[src/rtl/time_ctrl_pkg.sv]
// Shared state codes, adjust-pulse bit positions and alarm constants.
// Latency: n/a (types, constants and pure helper functions only).
// Backpressure: n/a.
package time_ctrl_pkg;

  typedef enum logic [2:0] {
    ST_CLOCK    = 3'd0,
    ST_SET_HOUR = 3'd1,
    ST_SET_MIN  = 3'd2,
    ST_AL_HOUR  = 3'd3,
    ST_AL_MIN   = 3'd4
  } state_t;

  // Bit positions inside time_adj / alarm_adj: {hour_up, hour_dn, min_up, min_dn}
  localparam int ADJ_HOUR_UP = 3;
  localparam int ADJ_HOUR_DN = 2;
  localparam int ADJ_MIN_UP  = 1;
  localparam int ADJ_MIN_DN  = 0;

  // Number of 1 Hz ticks the alarm sounds before silencing itself
  localparam int ALARM_TICKS = 60;
  localparam int ALARM_CNT_W = $clog2(ALARM_TICKS);

  function automatic logic is_adjust(input state_t s);
    return (s == ST_SET_HOUR) || (s == ST_SET_MIN) ||
           (s == ST_AL_HOUR)  || (s == ST_AL_MIN);
  endfunction

  // States in which the time of day is frozen for editing
  function automatic logic is_time_set(input state_t s);
    return (s == ST_SET_HOUR) || (s == ST_SET_MIN);
  endfunction

  // Forward step through the adjust ring
  function automatic state_t adj_next(input state_t s);
    state_t r;
    case (s)
      ST_SET_HOUR: r = ST_SET_MIN;
      ST_SET_MIN:  r = ST_AL_HOUR;
      ST_AL_HOUR:  r = ST_AL_MIN;
      default:     r = ST_SET_HOUR;
    endcase
    return r;
  endfunction

  // Reverse step through the adjust ring
  function automatic state_t adj_prev(input state_t s);
    state_t r;
    case (s)
      ST_SET_HOUR: r = ST_AL_MIN;
      ST_SET_MIN:  r = ST_SET_HOUR;
      ST_AL_HOUR:  r = ST_SET_MIN;
      default:     r = ST_AL_HOUR;
    endcase
    return r;
  endfunction

endpackage

[src/rtl/adj_timeout.sv]
// Idle timer for adjust modes: counts ticks and flags when TIMEOUT_S is reached.
// Latency: expired is registered-count based, asserted the cycle after the final tick.
// Backpressure: none; clr overrides tick and the count saturates at TIMEOUT_S.
module adj_timeout #(
  parameter int TIMEOUT_S = 10
) (
  input  logic clk,
  input  logic reset,
  input  logic tick,
  input  logic clr,
  output logic expired
);

  localparam int CW = $clog2(TIMEOUT_S + 1);

  logic [CW-1:0] cnt_q, cnt_d;

  // Next count: clear wins, otherwise advance on tick until saturated
  always_comb begin
    cnt_d = cnt_q;
    if (clr) begin
      cnt_d = '0;
    end else if (tick && (cnt_q != CW'(TIMEOUT_S))) begin
      cnt_d = cnt_q + 1'b1;
    end
  end

  // Count register
  always_ff @(posedge clk or posedge reset) begin
    if (reset) begin
      cnt_q <= '0;
    end else begin
      cnt_q <= cnt_d;
    end
  end

  assign expired = (cnt_q == CW'(TIMEOUT_S));

endmodule

[src/rtl/time_mode_controller.sv]
// Alarm-clock mode FSM: button navigation, counter enables, adjust pulses, blink, alarm.
// Latency: every output is registered; a response appears one cycle after its cause.
// Backpressure: none; inputs are single-cycle pulses/levels and are never stalled.
module time_mode_controller #(
  parameter int TIMEOUT_S = 10
) (
  input  logic       clk,
  input  logic       reset,
  input  logic       tick_1hz,
  input  logic       btn_c,
  input  logic       btn_l,
  input  logic       btn_r,
  input  logic       btn_u,
  input  logic       btn_d,
  input  logic       sec_max,
  input  logic       min_max,
  input  logic       hour_max,
  input  logic       alarm_match,
  output logic [2:0] mode,
  output logic       sec_en,
  output logic       min_en,
  output logic       hour_en,
  output logic       sec_clr,
  output logic [3:0] time_adj,
  output logic [3:0] alarm_adj,
  output logic       blink,
  output logic       alarm_on
);

  import time_ctrl_pkg::*;

  state_t                 state_q, state_d;
  logic                   sec_en_q, sec_en_d;
  logic                   min_en_q, min_en_d;
  logic                   hour_en_q, hour_en_d;
  logic                   sec_clr_q, sec_clr_d;
  logic [3:0]             time_adj_q, time_adj_d;
  logic [3:0]             alarm_adj_q, alarm_adj_d;
  logic                   blink_q, blink_d;
  logic                   alarm_on_q, alarm_on_d;
  logic [ALARM_CNT_W-1:0] dur_q, dur_d;

  logic any_btn, adj_up, adj_dn, alarm_clr_btn;
  logic to_tick, to_clr, to_expired;
  logic hour_max_unused;

  // hour_max is part of the counter status bundle; the hour counter owns its wrap
  assign hour_max_unused = hour_max;

  // Button priority c > l > r > u > d: up/down only act when nothing higher is pressed
  assign any_btn = btn_c | btn_l | btn_r | btn_u | btn_d;
  assign adj_up  = btn_u & ~(btn_c | btn_l | btn_r);
  assign adj_dn  = btn_d & ~(btn_c | btn_l | btn_r | btn_u);

  // Next state and all next-output values, decoded from the current (pre-transition) state
  always_comb begin
    state_d       = state_q;
    alarm_clr_btn = 1'b0;
    sec_en_d      = 1'b0;
    min_en_d      = 1'b0;
    hour_en_d     = 1'b0;
    sec_clr_d     = 1'b0;
    time_adj_d    = '0;
    alarm_adj_d   = '0;
    blink_d       = blink_q;
    alarm_on_d    = alarm_on_q;
    dur_d         = dur_q;

    case (state_q)
      ST_CLOCK: begin
        if (btn_c) begin
          if (alarm_on_q) alarm_clr_btn = 1'b1;
          else            state_d       = ST_SET_HOUR;
        end
      end
      ST_SET_HOUR, ST_SET_MIN, ST_AL_HOUR, ST_AL_MIN: begin
        if (btn_c)                            state_d = ST_CLOCK;
        else if (btn_l)                       state_d = adj_prev(state_q);
        else if (btn_r)                       state_d = adj_next(state_q);
        else if (!btn_u && !btn_d && to_expired) state_d = ST_CLOCK;
      end
      default: state_d = ST_CLOCK;
    endcase

    // Time keeps running everywhere except while the time itself is being edited
    sec_en_d  = tick_1hz & ((state_q == ST_CLOCK) || (state_q == ST_AL_HOUR) ||
                            (state_q == ST_AL_MIN));
    min_en_d  = sec_en_d & sec_max;
    hour_en_d = min_en_d & min_max;

    // Leaving a time-edit mode restarts the minute cleanly
    sec_clr_d = is_time_set(state_q) && (state_d != state_q);

    case (state_q)
      ST_SET_HOUR: begin
        time_adj_d[ADJ_HOUR_UP] = adj_up;
        time_adj_d[ADJ_HOUR_DN] = adj_dn;
      end
      ST_SET_MIN: begin
        time_adj_d[ADJ_MIN_UP] = adj_up;
        time_adj_d[ADJ_MIN_DN] = adj_dn;
      end
      ST_AL_HOUR: begin
        alarm_adj_d[ADJ_HOUR_UP] = adj_up;
        alarm_adj_d[ADJ_HOUR_DN] = adj_dn;
      end
      ST_AL_MIN: begin
        alarm_adj_d[ADJ_MIN_UP] = adj_up;
        alarm_adj_d[ADJ_MIN_DN] = adj_dn;
      end
      default: ;
    endcase

    // Blink: off outside adjust, forced on at entry, toggled each second while editing
    if (!is_adjust(state_d))      blink_d = 1'b0;
    else if (state_d != state_q)  blink_d = 1'b1;
    else if (tick_1hz)            blink_d = ~blink_q;

    // Alarm: start on a matching tick (not while editing time), stop by button or duration
    if (alarm_on_q) begin
      if (alarm_clr_btn) begin
        alarm_on_d = 1'b0;
        dur_d      = '0;
      end else if (tick_1hz) begin
        if (dur_q == ALARM_CNT_W'(ALARM_TICKS - 1)) begin
          alarm_on_d = 1'b0;
          dur_d      = '0;
        end else begin
          dur_d = dur_q + 1'b1;
        end
      end
    end else if (tick_1hz && alarm_match && !is_time_set(state_q)) begin
      alarm_on_d = 1'b1;
      dur_d      = '0;
    end
  end

  // Idle timer runs only on ticks in adjust modes; any activity or mode change restarts it
  assign to_tick = tick_1hz & is_adjust(state_q);
  assign to_clr  = any_btn | (state_d != state_q) | (state_q == ST_CLOCK);

  adj_timeout #(
    .TIMEOUT_S(TIMEOUT_S)
  ) u_adj_timeout (
    .clk    (clk),
    .reset  (reset),
    .tick   (to_tick),
    .clr    (to_clr),
    .expired(to_expired)
  );

  // State and output registers
  always_ff @(posedge clk or posedge reset) begin
    if (reset) begin
      state_q     <= ST_CLOCK;
      sec_en_q    <= 1'b0;
      min_en_q    <= 1'b0;
      hour_en_q   <= 1'b0;
      sec_clr_q   <= 1'b0;
      time_adj_q  <= '0;
      alarm_adj_q <= '0;
      blink_q     <= 1'b0;
      alarm_on_q  <= 1'b0;
      dur_q       <= '0;
    end else begin
      state_q     <= state_d;
      sec_en_q    <= sec_en_d;
      min_en_q    <= min_en_d;
      hour_en_q   <= hour_en_d;
      sec_clr_q   <= sec_clr_d;
      time_adj_q  <= time_adj_d;
      alarm_adj_q <= alarm_adj_d;
      blink_q     <= blink_d;
      alarm_on_q  <= alarm_on_d;
      dur_q       <= dur_d;
    end
  end

  assign mode      = state_q;
  assign sec_en    = sec_en_q;
  assign min_en    = min_en_q;
  assign hour_en   = hour_en_q;
  assign sec_clr   = sec_clr_q;
  assign time_adj  = time_adj_q;
  assign alarm_adj = alarm_adj_q;
  assign blink     = blink_q;
  assign alarm_on  = alarm_on_q;

endmodule

[config.mk]
export PLATFORM = sky130hd
export DESIGN_NAME = time_mode_controller
export DESIGN_NICKNAME = d
export VERILOG_FILES = /design/src/rtl/time_ctrl_pkg.sv /design/src/rtl/adj_timeout.sv /design/src/rtl/time_mode_controller.sv
export SDC_FILE = /design/constraint.sdc
export NUM_CORES = 1
export LEC_CHECK = 0
export CAP_MARGIN = 20
export CORE_MARGIN = 2
export CORE_UTILIZATION = 54
export CTS_CLUSTER_DIAMETER = 150
export DETAILED_ROUTE_END_ITERATION = 6
export PLACE_DENSITY = 0.85
export SETUP_SLACK_MARGIN = 0.15
export SLEW_MARGIN = 20
export SYNTH_ARGS = -nofsm -noshare
export SYNTH_HDL_FRONTEND = slang
export SYNTH_SLANG_ARGS = --single-unit
[constraint.sdc]
create_clock -name clk -period 3.1 [get_ports clk]
set_clock_uncertainty 0.05 [all_clocks]
set_input_delay 0.62 -clock clk [delete_from_list [all_inputs] [get_ports clk]]
set_output_delay 0.62 -clock clk [all_outputs]
set_load 0.01 [all_outputs]
### Yosys cells after proc, flatten, opt, wreduce, memory -nomap -nowiden

Cells that the tools add are included.

| cells by class | value |
|---|---|
| add/subtract/negate cells | 2 |
| equal/unequal tests | 14 |
| multiplexer cells | 31 |
| bitwise operators | 15 |
| reductions and logical operators | 22 |

Operator list:

| kind | count |
|---|---|
| 6-bit two-way mux | 5 |
| 3-bit two-way mux | 6 |
| 3-bit one-hot mux with 3 select lines | 2 |
| 3-bit by 2-bit == test with 1-bit output (second input constant) | 4 |
| 1-bit two-way mux | 11 |
| 1-bit logical OR | 8 |
| 2-bit two-way mux | 4 |
| 4-bit two-way mux | 2 |
| 6-bit by 1-bit adder with 6-bit output (second input constant) | 1 |
| 1-bit AND | 6 |
| 3-bit by 1-bit == test with 1-bit output (second input constant) | 2 |
| 3-bit == test (second input constant) | 2 |
| 6-bit == test (second input constant) | 1 |
| 1-bit logical AND | 6 |
| 1-bit bitwise OR | 6 |
| 3-bit one-hot mux with 2 select lines | 1 |
| 4-bit by 1-bit adder with 4-bit output (second input constant) | 1 |
| 4-bit == test (second input constant) | 1 |
| 4-bit != test (second input constant) | 1 |
| 2-bit nonzero test | 2 |
| 4-bit OR reduction | 1 |
| 1-bit zero test | 3 |
| 3-bit zero test | 1 |
| 3-bit by 2-bit != test with 1-bit output (second input constant) | 1 |
| other kinds (4) | 6 |

| word-level totals | value |
|---|---|
| register bits after elaboration | 27 |
| input port bits | 12 |
| output and inout port bits | 17 |
| logic and storage cells | 95 |

### Depth between registers and ports, before layout

Gate-level depths: netlist of the first run.

| depth | value |
|---|---|
| depth in word-level cells | 13 |
| depth in mapped cells | 7 |
| gate-level depth less buffers | 7 |

### Cells and area by module

A second synthesis of the first run with hierarchy kept.

| second synthesis, totals | value |
|---|---|
| cell total of the unflattened synthesis | 156 |
| area, all modules | 1503.9 µm² |

Modules (own cells, without submodules):

| module | instances | cells each | area an instance (µm²) | sequential area each (µm²) |
|---|---|---|---|---|
| time_mode_controller | 1 | 134 | 1271.2 | 575.6 |
| adj_timeout | 1 | 22 | 232.7 | 100.1 |

### Worst setup path after synthesis of the first run

OpenSTA, ideal clock, no wires.

| timing | value |
|---|---|
| kind | input -> register |
| start | input port btn_c |
| end | register dur_q[4] |
| library setup time | 0.121 ns |
| arrival time | 1.645 ns |
| data required time | 2.929 ns |
| path slack | 1.284 ns |
| stages | 5 |
| path buffers | 1 |
| path through | buf_6 -> or4b_4 -> nand2b_2 -> a21oi_2 -> a22o_1 |

| on the way | value |
|---|---|
| longest elaborated chain between the ends | 4 |
| elaborated cells between the ends (all ways) | 6 |
| those cells by class | eq/ne: 1; mux: 4; reduce/logical: 1 |

RTL lines:

| what | RTL line | RTL |
|---|---|---|
| start, declared | time_mode_controller.sv:10 | `input logic btn_c,` |
| 1-bit two-way mux * | time_mode_controller.sv:71 | `if (btn_c) begin` |
| 1-bit two-way mux * | time_mode_controller.sv:69 | `case (state_q)` |
| 3-bit by 2-bit != test with 1-bit output (no line) or 6-bit two-way mux (tied branches) | n/a |  |
| 2-bit AND reduction (no line) or 6-bit two-way mux (tied branches) | n/a |  |
| end signal, assigned | time_mode_controller.sv:175 | `dur_q <= dur_d;` |
| end, declared | time_mode_controller.sv:41 | `logic [ALARM_CNT_W-1:0] dur_q, dur_d;` |

Mark *: on every way between the ends. The rest lies on a longest branch, timed or not.
A chain may end at the register's enable or synchronous reset.

### Worst setup path in the final report of the first run

| timing | value |
|---|---|
| start | register state_q[0] (netlist: mode[0]) |
| end | output port mode[0] |

RTL lines:

| what | RTL line | RTL |
|---|---|---|
| start, declared | time_mode_controller.sv:32 | `state_t state_q, state_d;` |
| start signal, assigned | time_mode_controller.sv:166 | `state_q <= state_d;` |
| end, declared | time_mode_controller.sv:19 | `output logic [2:0] mode,` |

No word-level cell between the ends.

==> results.py, run 1 <==
metrics = {
    "cells_and_area": {
        "register_area_sq_um": 676,
        "drive_gt1_frac": 0.120,
        "syn_to_final_growth_pct": 21.2,
        "num_antenna_cells": 0,
        "multiInputGateArea_sq_um": 732,
        "nets": 191,
        "fillers": 201,
    },
    "pwr": {
        "total_leakage_power_nw": 0.767,
        "p_clk_frac": 0.141,
        "powerDensity_nw_per_um2": 606,
        "p_int_mw": 0.663,
        "combPwrFrac": 0.410,
        "p_switching_mw": 0.412,
        "irDropWorstVdd_uv": 471,
        "seqPwrFrac": 0.449,
        "swShare": 0.383,
    },
    "synth": {
        "syn_area_per_cell_sq_um": 9.97,
        "async_flop_share": 1.00,
        "synth-edff-count": 0,
        "yosys-top-cells-count": "dfrtp_1, nor2_1, nand2_1, nor3_1, o21ai_1",
        "yosys_register_bits": 27,
        "seq_area_frac_synth": 0.461,
        "synth_top_area_frac": 0.461,
        "yosysWarnings": 0,
        "synthCells": 147,
        "yosys_most_used_dff": "dfrtp_1",
        "yosysMostFrequentCell": "dfrtp_1",
        "synth_area_leaders": "dfrtp_1, nor2_1, nor3_1, nand2_1, ha_1",
        "synth.largest_area_cell": "dfrtp_1",
        "syn_area_sq_um": 1470,
        "synthesis.nets": 162,
        "ys_types": 48,
    },
    "floorplan": {
        "die_w_um": 56.1,
        "io_pins": 29,
        "core-area_sq_um": 2520,
        "dieArea_sq_um": 3150,
        "die_h_um": 56.1,
        "fp-row-count": 18,
        "start_util": 0.581,
    },
    "placed_design": {
        "dp_hpwl_um": 2260,
        "portBuffers": 27,
        "gp_congestion": 0.887,
    },
    "worst_setup_path": {
        "rrSetupSlack_ps": 1150,
        "cpPeakStageDelay_ps": 690,
        "reg2reg_depth": 5,
        "critical_path.slowest_cell": "dfrtp_1",
        "start_kind": "register",
        "critical_path.top_delay_family": "flip-flops",
        "crit_path_cell_trace": "clkdlybuf4s50_1",
        "path_class": "register to primary output",
        "arrival_ps": 1670,
        "r2r-start": "mode[0]$_DFF_PP0_",
        "worst-path-buf-inv": 1,
        "required_ps": 2430,
        "cp.depth": 1,
        "critPathMaxFanout": 16,
        "timing.rr.end": "dur_q[4]$_DFFE_PP0P_",
        "endpoint_kind": "primary output",
    },
    "hold_path": {
        "hp-class": "register to register",
        "min-delay-start": "dur_q[0]$_DFFE_PP0P_",
        "holdPathEnd": "dur_q[0]$_DFFE_PP0P_",
        "hold_path_depth": 1,
    },
    "clock_network": {
        "ctsHoldBuffers": 0,
        "clock_path_buffers": 2,
        "clk_pin_slew_worst_paths_ps": 140,
        "cts_tree": "yes",
        "cts_max_level": 1,
        "clock_sinks": 27,
        "cts_buffers": 3,
        "cts.repair.resized": 0,
        "insertion_delay_ps": 330,
        "cts-root-buf": "clkbuf_4",
        "post_cts_buffers": 0,
    },
    "routing": {
        "wl_per_cell_um": 14.9,
        "vias_per_cell": 5.96,
        "ant_nets": 0,
        "drcViolationCount": 0,
        "routed-wl-met3_um": 224,
        "wl_met2_um": 1460,
        "vias": 1222,
        "met1_length_um": 1300,
        "wl_um": 3050,
        "dr.pass1.iters": 4,
        "highest_layer": "met4",
        "drt_iter0_markers": 29,
    },
    "sta": {
        "slew_viol_final": 0,
        "tightest_slew_ps": 511,
        "rsz0062_at_grt": "false",
        "fin_hold_ws_ps": 480,
        "setup_viol": 0,
        "period_needed_ps": 2340,
        "relSlewSlack": 0.659,
        "fmax_ghz": 0.428,
        "fin_tns_setup_ps": 0,
        "hold_viol_final": 0,
        "period_share": 0.754,
    },
    "global_routing": {
        "grt_util_all_layers": 0.215,
        "gr-total-overflow": 0,
        "grt_pass1_wl_um": 5340,
        "antenna_found_initial": 0,
        "grt_start_max_net_pins": 28,
        "grt_pass1_vias": 1233,
    },
    "run_status": {
        "status": "finished clean",
    },
    "job": {
        "maxCapViolations": 0,
    },
}
[worst max-delay path by stage]
| stage | from | to | slack, ps |
|---|---|---|---|
| 6_report | mode[0]$_DFF_PP0_ | mode[0] | 760 |
| 5_1_grt | mode[0]$_DFF_PP0_ | mode[0] | 670 |
| 4_1_cts | mode[0]$_DFF_PP0_ | mode[0] | 770 |
| 3_5_place_dp | btn_l | blink$_DFFE_PP0P_ | 690 |
| 3_3_place_gp | btn_c | dur_q[4]$_DFFE_PP0P_ | 730 |
| 2_1_floorplan | btn_c | dur_q[4]$_DFFE_PP0P_ | 1280 |
[layout make-up]
| type | instances | share of cell area |
|---|---|---|
| Clock buffer | 4 | 0.0148 |
| Inverter | 5 | 0.0106 |
| Multi-Input combinational cell | 110 | 0.412 |
| Sequential cell | 27 | 0.381 |
| Tap cell | 30 | 0.0211 |
| Timing Repair Buffer | 29 | 0.161 |
[cells in the final DEF (no fill, tap or decap), drive strengths merged, types with 2 or more instances in the layout]
cell type	instances
a211oi	2
a21oi	6
and2	3
and3	3
buf	2
clkbuf	4
clkdlybuf4s50	27
dfrtp	27
ha	3
inv	5
nand2	12
nand2b	5
nand3	4
nand3b	3
nand4	2
nor2	16
nor3	11
nor3b	3
o21ai	9
o32ai	2
or2	2
or3	4
xnor2	4
[sequential cells by signal, summed over array words and instances, names as in the netlist, 3 cells and up]
| register | flops |
|---|---|
| time_adj | 4 |
| dur_q | 6 |
| u_adj_timeout.cnt_q | 4 |
| mode | 3 |
| alarm_adj | 4 |
[logic make-up after synthesis]
group	Yosys count	share of synthesized area
AND/OR/NAND/NOR	71	0.282
AO/OA/AOI/OAI	30	0.155
flip-flops	27	0.461
buffers and inverters	10	0.0393
XOR/XNOR	5	0.0299
adder cells (fa/ha/maj)	3	0.0256
multiplexers	1	0.00769
[metrics by stage]
stage / setup slack, ps / utilization / cell area, sq um / total power [mW] / std cells
6_report: 764 / 0.704 / 1780 / 1.08 / 205
5_1_grt: 672 / 0.704 / 1780 / 1.15 / 205
4_1_cts: 775 / 0.704 / 1780 / 1.08 / 205
3_5_place_dp: 692 / 0.693 / 1750 / 0.930 / 201
3_3_place_gp: 727 / 0.693 / 1750 / 0.908 / 201
2_1_floorplan: 1280 / - / 1470 / 0.780 / 147
[power groups by stage]
stage	sequential, mW	clock (mW)	combinational [mW]
finish	0.483	0.152	0.440
global route	0.493	0.173	0.484
CTS	0.482	0.157	0.443
detailed placement	0.488	0	0.441
global placement	0.485	0	0.423
floorplan	0.471	0	0.308
[routing by layer]
layer,track usage,vias to the layer above
met1,0.265,597
met4,0.102,0
met3,0.0488,4
met5,0,-
met2,0.353,44
li1,-,577
(Power assumes the default switching activity.)
==> inputs of run 2 (changes only) <==
Settings changed: CORE_UTILIZATION 54 to 51, PLACE_DENSITY 0.85 to 0.81.
Clock period 3.1 ns to 2.3 ns, I/O delays scaled along.
==> run 2 against run 1 <==
- total power is 36% higher
- routed wire length rose by 5.8%
- register-to-register slack lost 790 ps
- critical path depth stayed put
- largest power group unchanged
- critical path type unchanged
- design area up 1.2%
==> results.py, run 2 (same netlist as run 1, synthesis figures left out) <==
metrics = {
    "run_status": {
        "status": "finished clean",
    },
    "sta": {
        "period_share": 0.879,
        "tightest_slew_ps": 427,
        "hold_viol_final": 0,
        "setup_viol": 0,
        "period_needed_ps": 2020,
        "fmax_ghz": 0.494,
        "rsz0062_at_grt": "false",
        "relSlewSlack": 0.713,
        "fin_tns_setup_ps": 0,
        "slew_viol_final": 0,
    },
    "floorplan": {
        "die_w_um": 57.6,
        "dieArea_sq_um": 3320,
        "core-area_sq_um": 2730,
        "io_pins": 29,
        "fp-row-count": 19,
        "die_h_um": 57.6,
        "start_util": 0.536,
    },
    "routing": {
        "drt_iter0_markers": 53,
        "drcViolationCount": 0,
        "wl_um": 3220,
        "vias_per_cell": 5.75,
        "ant_nets": 0,
        "wl_per_cell_um": 15.5,
        "dr.pass1.iters": 4,
        "vias": 1197,
    },
    "worst_setup_path": {
        "arrival_ps": 1510,
        "cpPeakStageDelay_ps": 600,
        "critical_path.top_delay_family": "buffers and inverters",
        "critPathMaxFanout": 16,
        "endpoint_kind": "primary output",
        "start_kind": "register",
        "critical_path.slowest_cell": "clkdlybuf4s50_1",
        "worst-path-buf-inv": 1,
        "path_class": "register to primary output",
        "crit_path_cell_trace": "clkdlybuf4s50_1",
        "required_ps": 1790,
    },
    "pwr": {
        "combPwrFrac": 0.405,
        "irDropWorstVdd_uv": 643,
        "swShare": 0.387,
        "total_leakage_power_nw": 0.775,
        "seqPwrFrac": 0.452,
        "p_clk_frac": 0.143,
        "p_switching_mw": 0.566,
        "powerDensity_nw_per_um2": 814,
        "p_int_mw": 0.896,
    },
    "cells_and_area": {
        "instances_no_fill": 208,
        "largest_register": "dur_q",
        "largest_reg_flops": 6,
        "syn_to_final_growth_pct": 22.6,
        "drive_gt1_frac": 0.153,
        "mostFrequentLayoutCells": "clkdlybuf4s50_1, dfrtp_1, nor2_1",
        "nets": 193,
        "num_antenna_cells": 0,
        "final_common_cell": "clkdlybuf4s50_1",
        "utilization": 0.657,
    },
    "clock_network": {
        "cts_tree": "yes",
        "post_cts_buffers": 0,
        "insertion_delay_ps": 330,
        "ctsHoldBuffers": 0,
        "cts_max_level": 1,
        "cts_buffers": 3,
        "cts-root-buf": "clkbuf_4",
        "clk_pin_slew_worst_paths_ps": 150,
        "clock_sinks": 27,
        "clock_path_buffers": 2,
    },
    "global_routing": {
        "antenna_found_initial": 0,
        "grt_start_max_net_pins": 28,
        "grt_util_all_layers": 0.220,
        "grt_pass1_wl_um": 5490,
        "gr-total-overflow": 0,
        "grt_pass1_vias": 1193,
    },
    "placed_design": {
        "gp_congestion": 0.901,
        "dp_hpwl_um": 2420,
        "portBuffers": 27,
        "dp_cells": 204,
    },
    "job": {
        "maxCapViolations": 0,
    },
    "hold_path": {
        "hp-class": "primary input to asynchronous set/reset pin",
    },
}
==> run 2: through the flow <==
step / power [mW] / hold WS, ps / instance area, sq um / setup slack [ps]
global route: 1.56 / 439 / 1800 / 234
detailed placement: 1.26 / 441 / 1770 / 26.9
global placement: 1.24 / 419 / 1770 / 143
CTS: 1.47 / 428 / 1800 / 188
floorplan: 1.05 / 402 / 1470 / 552
finish: 1.46 / 418 / 1800 / 277
==> run 2: final cells by class <==
cell class	count	area [sq um]
multi-input cells	110	732
well taps	31	38.8
clock inverters	1	5.00
fillers	232	937
flip-flops and latches	27	679
repair buffers	31	300
inverters	5	18.8
clock buffers	3	22.5
==> run 2: power groups by stage <==
stage	Clock (mW)	Sequential (mW)	Combinational (mW)
finish	0.208	0.661	0.593
floorplan	0	0.635	0.415
global route	0.231	0.676	0.655
detailed placement	0	0.666	0.594
global placement	0	0.659	0.578
CTS	0.215	0.658	0.595
==> run 2: worst register-to-register path, cell delays in order, from the launching register on <==
cell      delay (ps)
dfrtp_1          450
inv_1             80
ha_1             210
nand3b_4         110
or3_1            350
a21oi_1          200
nor3_2            60
o32a_1           330
==> run 2: metal layers <==
| layer | GRT usage | routed length (um) | vias up |
|---|---|---|---|
| li1 | - | - | 588 |
| met1 | 0.283 | 1370 | 580 |
| met2 | 0.370 | 1690 | 25 |
| met3 | 0.0227 | 99 | 4 |
| met4 | 0.106 | 63 | 0 |
| met5 | 0 | 0 | - |
==> run 2: timing repair <==
item / 4_1_cts / 5_1_grt
setup endpoints to repair: 2 / 1
gates resized for setup: 2 / 1
cloned: 0 / 0
==> run 2: final timing paths <==
| kind | startpoint | endpoint | slack (ps) | cells past startpoint |
|---|---|---|---|---|
| setup / recovery | mode[0]$_DFF_PP0_ | mode[0] | 280 | 1 |
| min in group clk | dur_q[5]$_DFFE_PP0P_ | dur_q[5]$_DFFE_PP0P_ | 450 | 1 |
| setup reg to reg | u_adj_timeout.cnt_q[0]$_DFFE_PP0P_ | blink$_DFFE_PP0P_ | 360 | 7 |
| hold reg to reg | dur_q[5]$_DFFE_PP0P_ | dur_q[5]$_DFFE_PP0P_ | 450 | 1 |
| hold / removal | reset | dur_q[1]$_DFFE_PP0P_ | 420 | 3 |
| max in group asynchronous | reset | mode[2]$_DFF_PP0_ | 1500 | 3 |
==> inputs of run 3 (changes only) <==
==> constraint.sdc (replaced) <==
create_clock -name clk -period 2.3 [get_ports clk]
set_clock_uncertainty 0.05 [all_clocks]
set_input_delay 0.69 -clock clk [delete_from_list [all_inputs] [get_ports clk]]
set_output_delay 0.69 -clock clk [all_outputs]
set_load 0.01 [all_outputs]
==> run 3 against run 2 <==
- sequential cell count unchanged
- count of clock-buffer cells in the layout is 1 higher
- sequential share of layout area is 2.2 points lower
- final cell count is 6.7% higher
- register-to-register slack improved by 50 ps
- setup slack better by 7.7 ps
- first-iteration DRC count is 26% lower
- utilization is 3.7 points higher
- clock power shrank 4%
- largest cell class unchanged
- highest routed layer unchanged
==> results.py, run 3 (same netlist as run 1, synthesis figures left out) <==
metrics = {
    "clock_network": {
        "cts_max_level": 1,
        "clock_sinks": 27,
        "clk_pin_slew_worst_paths_ps": 130,
        "cts-root-buf": "clkbuf_4",
        "cts_tree": "yes",
        "clock_path_buffers": 2,
        "ctsHoldBuffers": 0,
        "cts_buffers": 3,
        "insertion_delay_ps": 310,
    },
    "routing": {
        "vias": 1236,
        "ant_nets": 0,
        "vias_per_cell": 5.57,
        "wl_met2_um": 1630,
        "drt_iter0_markers": 39,
        "drcViolationCount": 0,
        "routed-wl-met3_um": 84,
        "wl_per_cell_um": 14.5,
        "dr.pass1.iters": 4,
        "met1_length_um": 1480,
        "wl_um": 3220,
        "highest_layer": "met4",
    },
    "placed_design": {
        "dp_slack_ps": -47.6,
        "portBuffers": 27,
        "gp_congestion": 0.877,
        "dp_cells": 217,
        "dp_hpwl_um": 2460,
    },
    "worst_setup_path": {
        "rrSetupSlack_ps": 410,
        "critPathMaxFanout": 4,
        "start_kind": "register",
        "crit_path_cell_trace": "clkdlybuf4s50_1",
        "worst-path-buf-inv": 1,
        "critical_path.top_delay_family": "buffers and inverters",
        "path_class": "register to primary output",
        "endpoint_kind": "primary output",
        "critical_path.slowest_cell": "clkdlybuf4s50_1",
        "cpPeakStageDelay_ps": 550,
        "required_ps": 1560,
        "arrival_ps": 1280,
    },
    "sta": {
        "layout_setup_ws_ps": 285,
        "fmax_ghz": 0.496,
        "fin_hold_ws_ps": 458,
        "tightest_slew_ps": 341,
        "period_needed_ps": 2020,
        "slew_viol_final": 0,
        "fin_tns_setup_ps": 0,
        "period_share": 0.876,
        "hold_viol_final": 0,
        "setup_viol": 0,
        "relSlewSlack": 0.770,
        "rsz0062_at_grt": "false",
    },
    "floorplan": {
        "fp-row-count": 19,
        "io_pins": 29,
        "die_h_um": 57.6,
        "start_util": 0.536,
        "core-area_sq_um": 2730,
        "dieArea_sq_um": 3320,
        "die_w_um": 57.6,
    },
    "global_routing": {
        "grt_util_all_layers": 0.218,
        "gr-total-overflow": 0,
        "grt_start_max_net_pins": 28,
        "grt_pass1_vias": 1225,
        "grt_pass1_wl_um": 5580,
        "antenna_found_initial": 0,
    },
    "job": {
        "maxCapViolations": 0,
    },
    "hold_path": {
        "hp-class": "register to register",
    },
    "cells_and_area": {
        "largest_register": "dur_q",
        "utilization": 0.694,
        "syn_to_final_growth_pct": 29.5,
        "num_antenna_cells": 0,
        "instances_no_fill": 222,
        "mostFrequentLayoutCells": "clkdlybuf4s50_1, dfrtp_1, buf_4",
        "largest_reg_flops": 6,
        "nets": 207,
        "drive_gt1_frac": 0.199,
        "final_common_cell": "clkdlybuf4s50_1",
    },
    "run_status": {
        "status": "finished clean",
    },
    "pwr": {
        "irDropWorstVdd_uv": 516,
        "total_leakage_power_nw": 0.845,
        "powerDensity_nw_per_um2": 800,
    },
}
-- run 3: worst paths after layout --
| kind | cells after the start | to | startpoint |
|---|---|---|---|
| worst max register to register | 7 | blink$_DFFE_PP0P_ | u_adj_timeout.cnt_q[0]$_DFFE_PP0P_ |
| worst max-delay path | 1 | mode[0] | mode[0]$_DFF_PP0_ |
| worst min register to register | 1 | time_adj[0]$_DFF_PP0_ | mode[0]$_DFF_PP0_ |
| worst min-delay path | 1 | time_adj[0]$_DFF_PP0_ | mode[0]$_DFF_PP0_ |
| max in group asynchronous | 3 | mode[1]$_DFF_PP0_ | reset |
| min in group asynchronous | 3 | alarm_adj[3]$_DFF_PP0_ | reset |
-- run 3: power by group --
group	total (mW)	switching, mW	leakage [nW]	internal (mW)
logic	0.725	0.386	0.464	0.339
clock network	0.199	0.131	0.0150	0.0677
registers	0.595	0.0517	0.366	0.543
-- run 3: repair_timing --
item                                    4_1_cts  5_1_grt
gates resized for setup                       1        0
endpoints found under the setup margin        1        0
setup buffers                                 1        0
-- run 3: metrics by stage --
stage | instance area (sq um) | total power [mW]
after floorplan | 1470 | 1.05
after global placement | 1860 | 1.30
after detailed placement | 1860 | 1.32
after CTS | 1900 | 1.53
after global routing | 1900 | 1.61
final | 1900 | 1.52
-- run 3: routing by layer --
metal | vias to the layer above | GRT usage
met4 | 0 | 0.0698
met1 | 593 | 0.313
met2 | 24 | 0.349
met5 | - | 0
li1 | 617 | -
met3 | 2 | 0.0204
-- run 3: final cells by class --
class	count	area, sq um
Fill cell	225	836
Multi-Input combinational cell	110	732
Clock buffer	4	26.3
Inverter	5	18.8
Sequential cell	27	677
Timing Repair Buffer	45	405
Tap cell	31	38.8
